===== src/rtl/ula_pkg.sv =====
// ula_pkg: opcodes, controller state encoding and default ULA pipeline latency
// shared by the ULA command-side controller and its users.
`default_nettype none

package ula_pkg;

  localparam logic [2:0] OP_ADD = 3'd0;
  localparam logic [2:0] OP_SUB = 3'd1;

  localparam int ULA_LAT_DEFAULT = 2;

  typedef enum logic [1:0] {
    ST_IDLE = 2'd0,
    ST_WAIT = 2'd1,
    ST_RESP = 2'd2
  } state_t;

  function automatic logic op_supported(input logic [2:0] op);
    return (op == OP_ADD) || (op == OP_SUB);
  endfunction

endpackage

`default_nettype wire


===== src/rtl/ula_ctrl.sv =====
// ula_ctrl: accepts one add/sub command, holds it on the ULA inputs for the
// pipeline latency, then returns the captured result on a valid/ready channel.
`default_nettype none

module ula_ctrl
  import ula_pkg::*;
#(
  parameter int ULA_LAT = ULA_LAT_DEFAULT
) (
  input  logic       clk,
  input  logic       rst_n,
  input  logic       cmd_valid,
  output logic       cmd_ready,
  input  logic [7:0] cmd_a,
  input  logic [7:0] cmd_b,
  input  logic [2:0] cmd_op,
  output logic [7:0] ula_a,
  output logic [7:0] ula_b,
  output logic [2:0] ula_op,
  input  logic [7:0] ula_s,
  input  logic       ula_flag,
  output logic       res_valid,
  input  logic       res_ready,
  output logic [7:0] res_s,
  output logic       res_flag,
  output logic       res_err,
  output logic [7:0] op_count
);

  localparam int CNT_W = ($clog2(ULA_LAT + 1) > 0) ? $clog2(ULA_LAT + 1) : 1;
  localparam logic [CNT_W-1:0] c_CNT_LAST = CNT_W'(ULA_LAT);

  state_t           r_state;
  logic [CNT_W-1:0] r_cnt;
  logic             r_cmd_ready;
  logic [7:0]       r_ula_a;
  logic [7:0]       r_ula_b;
  logic [2:0]       r_ula_op;
  logic             r_res_valid;
  logic [7:0]       r_res_s;
  logic             r_res_flag;
  logic             r_res_err;
  logic [7:0]       r_op_count;

  always_ff @(posedge clk or negedge rst_n) begin
    if (!rst_n) begin
      r_state     <= ST_IDLE;
      r_cnt       <= '0;
      r_cmd_ready <= 1'b0;
      r_ula_a     <= 8'd0;
      r_ula_b     <= 8'd0;
      r_ula_op    <= 3'd0;
      r_res_valid <= 1'b0;
      r_res_s     <= 8'd0;
      r_res_flag  <= 1'b0;
      r_res_err   <= 1'b0;
      r_op_count  <= 8'd0;
    end else begin
      case (r_state)
        ST_IDLE: begin
          r_cmd_ready <= 1'b1;
          if (cmd_valid && r_cmd_ready) begin
            r_cmd_ready <= 1'b0;
            if (op_supported(cmd_op)) begin
              r_ula_a  <= cmd_a;
              r_ula_b  <= cmd_b;
              r_ula_op <= cmd_op;
              r_cnt    <= '0;
              r_state  <= ST_WAIT;
            end else begin
              // Unsupported ops never reach the ULA; answer directly.
              r_res_err   <= 1'b1;
              r_res_s     <= 8'd0;
              r_res_flag  <= 1'b0;
              r_res_valid <= 1'b1;
              r_state     <= ST_RESP;
            end
          end
        end
        ST_WAIT: begin
          if (r_cnt == c_CNT_LAST) begin
            r_res_s     <= ula_s;
            r_res_flag  <= ula_flag;
            r_res_err   <= 1'b0;
            r_res_valid <= 1'b1;
            r_state     <= ST_RESP;
          end else begin
            r_cnt <= r_cnt + CNT_W'(1);
          end
        end
        ST_RESP: begin
          if (res_ready) begin
            r_res_valid <= 1'b0;
            r_op_count  <= r_op_count + 8'd1;
            r_cmd_ready <= 1'b1;
            r_state     <= ST_IDLE;
          end
        end
        default: r_state <= ST_IDLE;
      endcase
    end
  end

  assign cmd_ready = r_cmd_ready;
  assign ula_a     = r_ula_a;
  assign ula_b     = r_ula_b;
  assign ula_op    = r_ula_op;
  assign res_valid = r_res_valid;
  assign res_s     = r_res_s;
  assign res_flag  = r_res_flag;
  assign res_err   = r_res_err;
  assign op_count  = r_op_count;

endmodule

`default_nettype wire


===== config.mk =====
export PLATFORM = sky130hd
export DESIGN_NAME = ula_ctrl
export DESIGN_NICKNAME = d
export VERILOG_FILES = /design/src/rtl/ula_pkg.sv /design/src/rtl/ula_ctrl.sv
export SDC_FILE = /design/constraint.sdc
export NUM_CORES = 1
export LEC_CHECK = 0
export CAP_MARGIN = 20
export CORE_MARGIN = 2
export CORE_UTILIZATION = 60
export CTS_CLUSTER_DIAMETER = 40
export DETAILED_ROUTE_END_ITERATION = 7
export DONT_BUFFER_PORTS = 1
export GPL_TIMING_DRIVEN = 0
export PLACE_DENSITY = 0.86
export RECOVER_POWER = 100
export SLEW_MARGIN = 20
export SYNTH_ARGS = -nofsm -noshare
export SYNTH_HDL_FRONTEND = slang
export SYNTH_SLANG_ARGS = --single-unit

===== constraint.sdc =====
create_clock -name clk -period 2.1 [get_ports clk]
set_clock_uncertainty 0.15 [all_clocks]
set_input_delay 0.105 -clock clk [delete_from_list [all_inputs] [get_ports clk]]
set_output_delay 0.105 -clock clk [all_outputs]
set_load 0.01 [all_outputs]

==> flow_summary.json <==
{
  "vias": 1196,
  "yosysTopAreaCellShare_pct": 60.0,
  "start_util_pct": 63.9,
  "mostFrequentLayoutCell": "dfrtp_1",
  "drt-wirelength-per-cell_um": 19.5,
  "tritoncts": "done",
  "worstSetupStartpointType": "flip-flop",
  "grt_start_max_net_pins": 44,
  "synth_cells": 131,
  "crit_fanout": 10,
  "routabilityCongestion": 0.784,
  "drive_gt1_share_pct": 17.9,
  "cp_data_arrival_time_ps": 2100,
  "ys_ff_latch": 43,
  "yosys.area.top_type": "dfrtp_1",
  "drc": 5,
  "seq_area_frac_synth_pct": 60.0,
  "r2r-end": "ula_b[1]$_DFFE_PN0P_",
  "portBuffers": 0,
  "clk_pin_slew_ps": 120,
  "hp-class": "input port to flip-flop",
  "cts_inserted_buffers": 5,
  "use_met3_pct": 10.1,
  "leakage_nw": 1.04,
  "ir_worst_vdd_uv": 867,
  "syn_area_per_cell_um2": 13.7,
  "critical_path_class": "flip-flop to flip-flop",
  "placed_cells": 162,
  "final_cell_mix": "dfrtp_1 (43), dlygate4sd3_1 (33), nand2_1 (11), o2bb2ai_1 (11), mux2_2 (10)",
  "fin_nets": 206,
  "grt_use_met2_pct": 45.4,
  "final_antenna_net_count": 0,
  "post_cts_resized": 0,
  "finalSetupViolations": 0,
  "grt_pass1_vias": 1315,
  "cts-root-buf": "clkbuf_4",
  "drv_cap": 0,
  "critPathLaunch": "r_state[0]$_DFFE_PN0P_",
  "grt_pass1_wl_um": 6440,
  "cp-end-kind": "flip-flop",
  "reg2reg_slack_ps": 90,
  "globalRouteTotalUtil_pct": 25.6,
  "drtPass1Iterations": 6,
  "violations": "design-rule violations",
  "fin_hold_ws_ps": 18.1,
  "cp-endpoint": "ula_b[1]$_DFFE_PN0P_",
  "finalHoldViolCount": 0,
  "drt-initial-drc-count": 38,
  "die_y_um": 58.7,
  "synth-warning-count": 0,
  "clk_latency_ps": 350,
  "io_pins": 71,
  "fin_util_pct": 80.3,
  "grt_antenna_before_repair": 0,
  "post_cts_buffers": 0,
  "p_per_area_nw_per_um2": 1300,
  "syn_nets": 165,
  "timing.fmax_ghz": 0.497,
  "grt_busiest_layer": "met2",
  "final_max_slew_viol_count": 0,
  "instances_no_fill": 204,
  "syn-cell-area_um2": 1790,
  "via_per_inst": 5.86,
  "max-slew-margin-rel_pct": 32.2,
  "rsz0062_at_grt": "false",
  "rr_startpoint": "r_state[0]$_DFFE_PN0P_",
  "tightest_slew_ps": 1020,
  "clock_path_buffers": 2,
  "areaGrowthSynthToFinish_pct": 25.7,
  "status": "finished, violations left",
  "finalCritPeriodShare_pct": 95.9,
  "reg2reg_depth": 6,
  "htreeDepth": 2,
  "wl_um": 3990,
  "rows": 19,
  "critPathRequiredTime_ps": 2190,
  "setup_tns_ps": 0,
  "synth.area.top_cells": "dfrtp_1 (60%), mux2_4 (6.7%), mux2_2 (6.3%), o2bb2ai_1 (5.4%), nand2_1 (2.3%)",
  "dp_hpwl_um": 2390,
  "synth_cell_type_count": 28,
  "fp.coreArea_um2": 2810,
  "die-area_um2": 3440,
  "die_width_um": 58.7,
  "gr-usage-met1_pct": 28.4,
  "diodes": 0,
  "clock_sinks": 43,
  "min_period_ps": 2010,
  "grt-ovfl-total": 0
}
-- critical path, stage by stage, from the launching register on --
cell and delay [ps]:
dfrtp_1 400, buf_6 130, nand4bb_1 230, or3_1 380
buf_6 170, buf_12 150, mux2_4 290
-- flip-flops by register name, indices dropped and copies added, names as in the netlist, 2 cells and up --
register,cells
r_state,2
op_count,8
res_s,8
r_cnt,2
ula_b,8
ula_a,8
ula_op,3
-- metal layers --
layer  up-vias  routed length [um]  share of wire (%)
li1        545                   -                  -
met1       587                1500                 38
met2        57                2080                 52
met3         7                 339                8.5
met4         0                  65                1.6
met5         -                   0                  0
-- logic make-up after synthesis --
group | count (synthesis) | synth area share (%)
AO/OA/AOI/OAI | 19 | 8.51
XOR/XNOR | 7 | 3.42
adder cells (fa/ha/maj) | 2 | 1.40
buffers and inverters | 9 | 4.05
flip-flops | 43 | 60.0
multiplexers | 18 | 13.0
AND/OR/NAND/NOR | 33 | 9.63
-- area by class of cell --
cell class / instances / area (um2)
clock buffers: 6 / 51.3
well taps: 31 / 38.8
inverters: 3 / 11.3
clock inverters: 2 / 35.0
multi-input cells: 79 / 644
repair buffers: 34 / 335
plain buffers: 6 / 61.3
flip-flops and latches: 43 / 1080
fillers: 170 / 552
-- where the power goes --
part	internal [W]	total [W]	leakage [nW]	switching, W
logic	0.000459	0.000800	0.451	0.000342
registers	0.00116	0.00159	0.543	0.000434
clock network	0.000281	0.000541	0.0482	0.000259
total	0.00190	0.00293	1.04	0.00103
-- how the worst min path moves through the flow --
stage / from / endpoint / slack, ps / depth (start not counted)
after floorplan: rst_n / cmd_ready$_DFFE_PN0P_ / -340 / 0
after global placement: rst_n / op_count[7]$_DFFE_PN0P_ / -340 / 0
after detailed placement: rst_n / op_count[6]$_DFFE_PN0P_ / -340 / 0
after CTS: cmd_op[2] / res_valid$_DFFE_PN0P_ / 3 / 3
after global routing: cmd_op[2] / res_valid$_DFFE_PN0P_ / 50 / 3
final: cmd_op[2] / res_valid$_DFFE_PN0P_ / 20 / 3
-- through the flow --
step | cell area, um2 | setup slack [ps] | power, W
CTS | 2270 | 90.6 | 0.00292
detailed placement | 1830 | 119 | 0.00229
floorplan | 1790 | 247 | 0.00211
global placement | 1830 | 157 | 0.00222
finish | 2250 | 86.9 | 0.00293
global route | 2250 | 14.5 | 0.00310
-- synth_stat cells --
library cell,instances
inv_1,3
xor2_1,4
buf_12,1
a311o_1,1
or3_1,1
o21bai_1,1
nand4_1,1
nand3b_1,2
and2_1,2
nor3_1,4
nand3_1,3
xnor2_1,3
nor2_1,5
o2bb2ai_1,11
o31a_1,1
nor4bb_1,1
and4b_1,1
o21a_1,2
mux2_2,10
mux2_4,8
buf_6,3
nand4bb_1,1
and3_1,1
a21oi_1,3
clkbuf_1,2
ha_1,2
nand2_1,11
dfrtp_1,43
-- repair_timing --
item                       in CTS  in global routing
setup endpoints to repair       0                  0
hold endpoints to repair       75                  0
hold buffers                   34                  0
(Power assumes the default switching activity.)
